===== src/rtl/uart_rx_fifo.sv =====
// Receive-side elastic buffer behind uart_rx: bytes strobed by rx_done are queued and offered show-ahead.
// Latency: one cycle from push to m_valid; when full, a byte is dropped unless a pop frees a slot in the same cycle.
module uart_rx_fifo #(
  parameter int DATA_WIDTH = 8,
  parameter int DEPTH      = 16,
  parameter int AF_THRESH  = 12
) (
  input  logic                       clk,
  input  logic                       rst,
  input  logic [DATA_WIDTH-1:0]      rx_data,
  input  logic                       rx_done,
  output logic [DATA_WIDTH-1:0]      m_data,
  output logic                       m_valid,
  input  logic                       m_ready,
  output logic [$clog2(DEPTH):0]     count,
  output logic                       almost_full,
  output logic                       overflow,
  input  logic                       ovf_clr,
  output logic [7:0]                 drop_cnt
);

  localparam int AW = $clog2(DEPTH);
  localparam int CW = AW + 1;

  logic [DATA_WIDTH-1:0] mem [DEPTH];
  logic [AW-1:0]         wr_ptr;
  logic [AW-1:0]         rd_ptr;
  logic                  push;
  logic                  pop;
  logic                  drop;

  // A pop in the same cycle frees the slot, so a full FIFO still accepts the byte.
  assign pop  = m_valid & m_ready;
  assign push = rx_done & ((count < CW'(DEPTH)) | pop);
  assign drop = rx_done & ~push;

  assign m_valid     = (count != '0);
  assign almost_full = (count >= CW'(AF_THRESH));
  assign m_data      = mem[rd_ptr];

  always_ff @(posedge clk or negedge rst) begin
    if (!rst) begin
      for (int i = 0; i < DEPTH; i++) mem[i] <= '0;
    end else if (push) begin
      mem[wr_ptr] <= rx_data;
    end
  end

  always_ff @(posedge clk or negedge rst) begin
    if (!rst) begin
      wr_ptr <= '0;
      rd_ptr <= '0;
      count  <= '0;
    end else begin
      if (push) wr_ptr <= wr_ptr + AW'(1);
      if (pop)  rd_ptr <= rd_ptr + AW'(1);
      case ({push, pop})
        2'b10:   count <= count + CW'(1);
        2'b01:   count <= count - CW'(1);
        default: count <= count;
      endcase
    end
  end

  // A drop coinciding with ovf_clr restarts the tally at one rather than zero.
  always_ff @(posedge clk or negedge rst) begin
    if (!rst) begin
      overflow <= 1'b0;
      drop_cnt <= 8'd0;
    end else if (drop) begin
      overflow <= 1'b1;
      if (ovf_clr)                drop_cnt <= 8'd1;
      else if (drop_cnt != 8'hFF) drop_cnt <= drop_cnt + 8'd1;
    end else if (ovf_clr) begin
      overflow <= 1'b0;
      drop_cnt <= 8'd0;
    end
  end

endmodule


===== config.mk =====
export PLATFORM = sky130hd
export DESIGN_NAME = uart_rx_fifo
export DESIGN_NICKNAME = d
export VERILOG_FILES = /design/src/rtl/uart_rx_fifo.sv
export SDC_FILE = /design/constraint.sdc
export NUM_CORES = 1
export LEC_CHECK = 0
export CORE_MARGIN = 1.5
export CORE_UTILIZATION = 40
export CTS_CLUSTER_DIAMETER = 30
export DETAILED_ROUTE_END_ITERATION = 16
export PLACE_DENSITY = 0.65
export SETUP_SLACK_MARGIN = 0.02
export SLEW_MARGIN = 25
export SYNTH_ARGS = -nofsm -noshare
export SYNTH_HDL_FRONTEND = slang
export SYNTH_SLANG_ARGS = --single-unit
export TNS_END_PERCENT = 30

===== constraint.sdc =====
create_clock -name clk -period 3.7 [get_ports clk]
set_input_delay 0.37 -clock clk [delete_from_list [all_inputs] [get_ports clk]]
set_output_delay 0.37 -clock clk [all_outputs]
set_load 0.005 [all_outputs]

==> flow_summary.toml, run 1 <==
[placement]
postPlaceCellArea_sq_um = 7652
place_ws_ns = 0.4386
gp_congestion = 0.7795
dpl.hpwl_mm = 9.840
portBuffers = 36

[yosys]
syn_nets = 506
synth-seq-cells = 150
synth.most_common_cell = "dfrtp_1"
synthXorXnorAreaFrac = 0.01233
synth.top_cell.area_share = 0.5283
yosys.area_share.simple = 0.05899
synth_flop_cell = "dfrtp_1"
yosys-top-cells-area = "dfrtp_1 (53%), mux2_2 (19%), mux4_2 (10%), ha_1 (1.8%), a22oi_1 (1.7%)"
synth_edf_count = 0
synth-compound-area-share = 0.04015
synthAdderAreaFrac = 0.02043
synthArstFlopShare = 1.000
synth_top_family_by_area = "multiplexers"
synthCells = 482
ys_warn_count = 0
yosysSeqAreaShare = 0.5283
syn-cell-area_sq_um = 7106
yosysUniqueCellTypes = 51
muxShareOfSynthArea = 0.3140
synth_top_area_cell = "dfrtp_1"
avgSynthCellArea_sq_um = 14.74
synthTopCellsByCount = "dfrtp_1 (150), mux2_2 (121), mux4_2 (32), nand2_1 (18), a22oi_1 (16)"

[die]
die_w_um = 136.3
start_util = 0.4094
io_pins = 37
rows = 48
core_sq_um = 17360
dieArea_sq_um = 18570
die_h_um = 136.3

[sta]
final-max-slew-violation-count = 0
setup_tns_ns = 0
max-slew-margin-rel = 0.4529
hold_ws_ns = 0.01681
fin_crit_sh = 0.8262
final.setup.worst_slack_ns = 0.6430
grt_setup_unrepaired = "false"
hold_violations = 0
period_minus_slack_ns = 3.057
setup_violations = 0
fin_skew_ns = 0.005768
worst_pin_slew_ns = 0.8207
fmaxAchievable_ghz = 0.3271

[cts]
postCtsHoldBufs = 0
root_buffer = "clkbuf_16"
numCtsBuffers = 17
clock_latency_ns = 0.42
postCtsSetupBuffers = 0
postCtsResizedCells = 0
cts_tree = "yes"
path_clk_slew_ns = 0.06
cts_buffer_depth = 2
htree_num_levels = 4
cts_sinks = 150

[setup_path]
cp-start-kind = "register"
required_ns = 3.33
endpoint_kind = "primary output"
crit_type = "register to primary output"
worst-path-max-fanout = 31
critPathArrivalTime_ns = 2.69

[layout]
diodes = 0
final_area_sq_um = 8274
area_delta_synth_final_pct = 16.45
drive_gt1_frac = 0.3943
fin_nets = 536
final.fill_count = 1486

[pwr]
ir_worst_vdd_v = 0.0004182
pwr_density_cell_nw_per_um2 = 885.6
leakage_nw = 3.629

[detailed_routing]
vias_per_cell = 5.459
postRouteWirelength_mm = 15.24
vias = 4094
drt_pass1_iterations = 4
ant_nets = 0
first_iter_violations = 154
wl_per_cell_um = 20.32
drc = 0

[global_route]
busiest_layer = "met2"
grt_antenna_before_repair = 0
grt_use_total = 0.1806
met2_usage = 0.2890
grt_use_met1 = 0.2424
grt_pass1_wl_mm = 24.74
use_met3 = 0.03579
first_global_vias = 4585
grt_overflow = 0
grt_max_degree = 92

[job]
cap_violations = 0

[min_path]
hp-class = "input pin to async pin"

[run_status]
status = "finished clean"
[cell usage in the layout, fill, tap and decap left out, drive strengths merged, types with 3 or more instances in the layout]
master         synthesis  final
mux2                 130    130
buf                   17      7
ha                    10     10
nor2b                  4      4
a21o                   3      3
clkbuf                14     22
a21oi                  6      6
nor2                   8      8
dfrtp                150    150
xor2                   3      3
and2                   9      9
bufinv                 0      5
a22oi                 16     16
nand2                 26     26
nor3                   4      4
nand4                  4      4
clkdlybuf4s50          0     35
o21ai                  6      6
clkinv                 0      4
mux4                  32     32
xnor2                  7      7
inv                    6      6
[per-stage QoR]
stage,util,cells,power [mW]
floorplan,-,482,4.626
global placement,0.4409,718,5.408
detailed placement,0.4409,718,5.547
CTS,0.4767,750,7.402
global route,0.4767,750,7.767
finish,0.4767,750,7.328
[sequential cells by signal (all words and copies together) (netlist names)]
| name | flops |
|---|---|
| drop_cnt | 8 |
| mem | 128 |
| overflow | 1 |
| rd_ptr | 4 |
| wr_ptr | 4 |
| count | 5 |
[layer usage]
metal	share of wire	up-vias
met5	0	-
met4	0.020	0
met3	0.024	23
met2	0.48	69
met1	0.47	2162
li1	-	1840
[worst paths after layout]
path                       startpoint   endpoint  slack, ns  cells after the start
max in group asynchronous         rst   mem[120]       2.66                      2
min                               rst    mem[14]       0.02                      1
max reg2reg                  count[4]   count[4]       0.68                      8
min reg2reg                   mem[23]    mem[23]       0.50                      1
min in group clk              mem[23]    mem[23]       0.50                      1
max                         rd_ptr[1]  m_data[0]       0.64                      5
[worst max-delay path, stage by stage, from the launching register on]
cell and delay [ns]:
dfrtp_1 0.42, buf_4 0.46, mux4_2 0.39, a22oi_1 0.31, nand2_1 0.18, clkdlybuf4s50_1 0.49
[logic make-up (layout without fill, tap and decap cells)]
family / Yosys count / count (layout)
flip-flops: 150 / 150
adder cells (fa/ha/maj): 11 / 11
multiplexers: 164 / 164
XOR/XNOR: 10 / 10
AO/OA/AOI/OAI: 41 / 41
buffers and inverters: 37 / 80
AND/OR/NAND/NOR: 69 / 69
[cell type report]
cell class                 instances  area [sq um]  share of cell area
timing repair buffer              42         419.2             0.05066
tap                              225         281.5             0.03402
sequential                       150          3755              0.4538
clock inverter                    10         177.7             0.02147
multi-input combinational        295          3174              0.3836
inverter                           6         22.52            0.002722
clock buffer                      22         444.2             0.05368
[power by group]
part / switching, mW / total [mW] / leakage (nW) / internal, mW
clock: 0.643 / 1.83 / 0.302 / 1.19
combinational: 1.11 / 2.72 / 1.44 / 1.61
sequential: 0.419 / 2.77 / 1.89 / 2.35
No activity file was read; power rests on OpenSTA's default activity.
==> run 2, diff against run 1 <==
==> constraint.sdc (replaced) <==
create_clock -name clk -period 2.9 [get_ports clk]
set_input_delay 0.29 -clock clk [delete_from_list [all_inputs] [get_ports clk]]
set_output_delay 0.29 -clock clk [all_outputs]
set_load 0.005 [all_outputs]
==> run 2 against run 1 <==
  * Utilization up 0.82 points
  * Via count up 1.2%
  * Critical path depth unchanged
  * Sequential power up 28%
  * Hold slack better by 0.44 ns
  * Clock skew up 0.00065 ns
  * Setup slack worse by 0.55 ns
  * Sequential cell count unchanged
==> flow_summary.toml, run 2 (same netlist as run 1, synthesis figures left out) <==
[detailed_routing]
ant_nets = 0
wl_per_cell_um = 19.94
vias_per_cell = 5.444
vias = 4143
drc = 0
first_iter_violations = 203
postRouteWirelength_mm = 15.18
drt_pass1_iterations = 4

[setup_path]
crit_slowest_cell = "mux4_2"
cp_cell_sequence = "buf_12 -> mux4_2 -> a22oi_1 -> nand2_1 -> clkdlybuf4s50_1"
crit_path_max_incr_delay_ns = 0.53
crit_type = "register to primary output"
reg2reg_depth = 8
endpoint_kind = "primary output"
cp-start-kind = "register"
cp_top_family = "buffers and inverters"
path_buf_inv = 2
worst-path-max-fanout = 25
critPathArrivalTime_ns = 2.51
reg2reg_to = "count[4]"
rrSetupSlack_ns = 0.19
required_ns = 2.61
r2r-start = "count[4]"

[sta]
fin_crit_sh = 0.9665
grt_setup_unrepaired = "true"
fin_skew_ns = 0.006415
period_minus_slack_ns = 2.803
final.setup.worst_slack_ns = 0.09729
max-slew-margin-rel = 0.4668
worst_pin_slew_ns = 0.7968
hold_violations = 0
final-max-slew-violation-count = 0
fmaxAchievable_ghz = 0.3568
setup_violations = 0

[pwr]
pwr_density_cell_nw_per_um2 = 1129
ir_worst_vdd_v = 0.0005309
p_total_mw = 9.502
leakage_nw = 3.699

[placement]
gp_congestion = 0.8211
place_inst = 728
dpl.hpwl_mm = 10.08
portBuffers = 36
postPlaceCellArea_sq_um = 7740
place_ws_ns = -0.05131

[die]
start_util = 0.4094
io_pins = 37
die_h_um = 136.3
die_w_um = 136.3
rows = 48
core_sq_um = 17360
dieArea_sq_um = 18570

[cts]
postCtsSetupBuffers = 0
cts_sinks = 150
path_clk_slew_ns = 0.06
cts_buffer_depth = 2
root_buffer = "clkbuf_16"
numCtsBuffers = 17
cts_tree = "yes"
htree_num_levels = 4
clock_latency_ns = 0.42

[global_route]
grt_max_degree = 78
grt_overflow = 0
grt_antenna_before_repair = 0
first_global_vias = 4520
grt_use_total = 0.1796
grt_pass1_wl_mm = 24.72

[layout]
final_util = 0.4849
fin_nets = 547
fin_cells = 761
top_register = "mem"
diodes = 0
drive_gt1_frac = 0.4160
final_area_sq_um = 8417
area_delta_synth_final_pct = 18.45
final.fill_count = 1491
most-common-layout-cells = "dfrtp_1 (149), mux2_2 (121), clkdlybuf4s50_1 (35)"
layout_commonest_cell = "dfrtp_1"
top_regs = "mem x128, drop_cnt x8, count x5"
largest_register_ffs = 128

[min_path]
hp-class = "input pin to async pin"

[run_status]
status = "finished clean"

[job]
cap_violations = 0
==> run 2: area by class of cell <==
type	instances	area, sq um	share of cell area
clock buffer	23	457.9	0.05441
timing repair buffer	53	520.5	0.06184
inverter	6	22.52	0.002676
multi-input combinational	295	3206	0.3809
clock inverter	9	173.9	0.02066
sequential	150	3755	0.4461
tap	225	281.5	0.03345
==> run 2: worst max-delay path by stage <==
| stage | start | endpoint | cells after the start |
|---|---|---|---|
| 2_1_floorplan | count[4] | count[4] | 9 |
| 3_3_place_gp | m_ready | count[4] | 10 |
| 3_5_place_dp | m_ready | count[4] | 10 |
| 4_1_cts | rd_ptr[0] | m_data[0] | 5 |
| 5_1_grt | rd_ptr[0] | m_data[1] | 5 |
| 6_report | rd_ptr[0] | m_data[1] | 5 |
==> run 2: layer usage <==
metal,track usage,vias up,part of all wire
li1,-,1872,-
met1,0.2427,2186,0.47
met2,0.2907,76,0.49
met3,0.04213,9,0.034
met4,0.04846,0,0.0085
met5,0,-,0
==> run 2: power by group <==
group | total, mW | switching (mW) | leakage, nW | internal, mW
Combinational | 3.59 | 1.46 | 1.50 | 2.13
Clock | 2.36 | 0.815 | 0.309 | 1.55
Sequential | 3.55 | 0.543 | 1.89 | 3.00
==> run 2: metrics by stage <==
stage / hold WS, ns / TNS (ns)
after detailed placement: 0.3652 / -0.05131
after global routing: 0.5167 / -0.01677
after global placement: 0.3532 / 0
after floorplan: -0.005591 / 0
final: 0.4577 / 0
after CTS: 0.4863 / 0
==> run 2: repair_timing <==
item | 4_1_cts | 5_1_grt
endpoints found under the setup margin | 1 | 8
endpoints found under the hold margin | 75 | 0
resized for setup | 1 | 7
hold buffers | 1 | 0
==> run 3, diff against run 2 <==
--- a/config.mk
+++ b/config.mk
@@ -9,7 +9,6 @@
 export CORE_UTILIZATION = 40
 export CTS_CLUSTER_DIAMETER = 30
 export DETAILED_ROUTE_END_ITERATION = 16
-export PLACE_DENSITY = 0.65
 export SETUP_SLACK_MARGIN = 0.02
 export SLEW_MARGIN = 25
 export SYNTH_ARGS = -nofsm -noshare
==> run 3 against run 2 <==
  * Clock-buffer cell count is 3 higher
  * Critical path depth unchanged
  * Critical endpoint is now m_data[0]
  * Largest cell class unchanged
  * Global-route usage grew 0.31 points
  * Setup slack improved by 0.050 ns
  * Sequential power about the same
  * Utilization shrank 0.12 points
  * Sequential cell count unchanged
  * Clock power is 10% lower
  * Clock skew decreased by 0.00077 ns
  * Total power shrank 1.8%
  * Largest power group unchanged
==> flow_summary.toml, run 3 (same netlist as run 1, synthesis figures left out) <==
[detailed_routing]
drt_pass1_iterations = 4
ant_nets = 0
first_iter_violations = 183
wl_per_cell_um = 20.21
vias_per_cell = 5.436
drc = 0
postRouteWirelength_mm = 15.38
vias = 4137

[setup_path]
endpoint_kind = "primary output"
critPathArrivalTime_ns = 2.46
crit_type = "register to primary output"
required_ns = 2.61
cp_top_family = "buffers and inverters"
rrSetupSlack_ns = 0.20
crit_path_max_incr_delay_ns = 0.53
worst-path-max-fanout = 13
reg2reg_depth = 9
path_buf_inv = 2
reg2reg_to = "count[4]"
cp_cell_sequence = "buf_12 -> mux4_2 -> a22oi_1 -> nand2_1 -> clkdlybuf4s50_1"
crit_start = "rd_ptr[0]"
r2r-start = "count[4]"
cp-start-kind = "register"
crit_slowest_cell = "mux4_2"

[placement]
place_inst = 727
portBuffers = 36
dpl.hpwl_mm = 10.00
gp_congestion = 0.7930

[layout]
drive_gt1_frac = 0.4179
layout_commonest_cell = "dfrtp_1"
largest_register_ffs = 128
area_delta_synth_final_pct = 18.15
diodes = 0
top_register = "mem"
top_regs = "mem x128, drop_cnt x8, count x5"
fin_cells = 761
most-common-layout-cells = "dfrtp_1 (148), mux2_2 (121), clkdlybuf4s50_1 (35)"
fin_nets = 549

[cts]
cts_sinks = 150
cts_tree = "yes"
numCtsBuffers = 17
path_clk_slew_ns = 0.06
root_buffer = "clkbuf_16"
htree_num_levels = 4
cts_buffer_depth = 2
clock_latency_ns = 0.42

[die]
io_pins = 37
dieArea_sq_um = 18570
start_util = 0.4094
core_sq_um = 17360
die_h_um = 136.3
die_w_um = 136.3
rows = 48

[sta]
hold_violations = 0
fmaxAchievable_ghz = 0.3632
grt_setup_unrepaired = "false"
setup_tns_ns = 0
worst_pin_slew_ns = 0.8091
max-slew-margin-rel = 0.4606
final-max-slew-violation-count = 0
fin_skew_ns = 0.005646
fin_crit_sh = 0.9494
period_minus_slack_ns = 2.753
setup_violations = 0

[global_route]
grt_antenna_before_repair = 0
grt_max_degree = 86
first_global_vias = 4450
grt_use_total = 0.1827
grt_pass1_wl_mm = 25.01
grt_overflow = 0

[pwr]
ir_worst_vdd_v = 0.0006022
leakage_nw = 3.683
p_total_mw = 9.332
pwr_density_cell_nw_per_um2 = 1112

[min_path]
hp-class = "input pin to async pin"

[run_status]
status = "finished clean"

[job]
cap_violations = 0
-- run 3: timing repair --
action,CTS,global route
pin swaps,0,0
setup buffers,0,3
cloned,0,0
hold endpoints to repair,83,0
endpoints found under the setup margin,5,9
gates resized for setup,6,5
hold buffers,1,0
-- run 3: where the power goes --
part | internal (mW) | leakage [nW] | total [mW] | switching (mW)
Sequential | 3.01 | 1.89 | 3.56 | 0.552
Combinational | 2.19 | 1.52 | 3.65 | 1.46
Clock | 1.32 | 0.274 | 2.12 | 0.797
-- run 3: metrics by stage --
step | util | area (sq um) | setup WS [ns] | hold slack, ns
global route | 0.4837 | 8396 | 0.03822 | 0.5061
CTS | 0.4815 | 8357 | 0.02088 | 0.4896
floorplan | - | 7106 | 0.1759 | -0.005591
finish | 0.4837 | 8396 | 0.1468 | 0.4806
global placement | 0.4469 | 7757 | 0.05815 | 0.3897
detailed placement | 0.4469 | 7757 | -0.1236 | 0.4068
-- run 3: layout make-up --
class	instances	area [sq um]
Timing Repair Buffer	55	556.8
Tap cell	225	281.5
Fill cell	1516	8961
Inverter	6	22.52
Clock inverter	4	70.07
Multi-Input combinational cell	295	3217
Clock buffer	26	489.2
Sequential cell	150	3759
-- run 3: worst max-delay path by stage --
stage                endpoint  slack, ns  depth (start not counted)
floorplan            count[4]       0.18                          9
global placement     count[4]       0.06                         10
detailed placement   count[4]      -0.12                         10
CTS                 m_data[7]       0.02                          5
global route        m_data[2]       0.04                          5
finish              m_data[0]       0.15                          5
-- run 3: per-layer routing --
metal | global-route usage | up-vias | share of wire | wire length, um
met3 | 0.04959 | 10 | 0.048 | 735
li1 | - | 1872 | - | -
met5 | 0 | - | 0 | 0
met2 | 0.2974 | 89 | 0.49 | 7564
met4 | 0.04610 | 0 | 0.0085 | 130
met1 | 0.2424 | 2166 | 0.45 | 6948
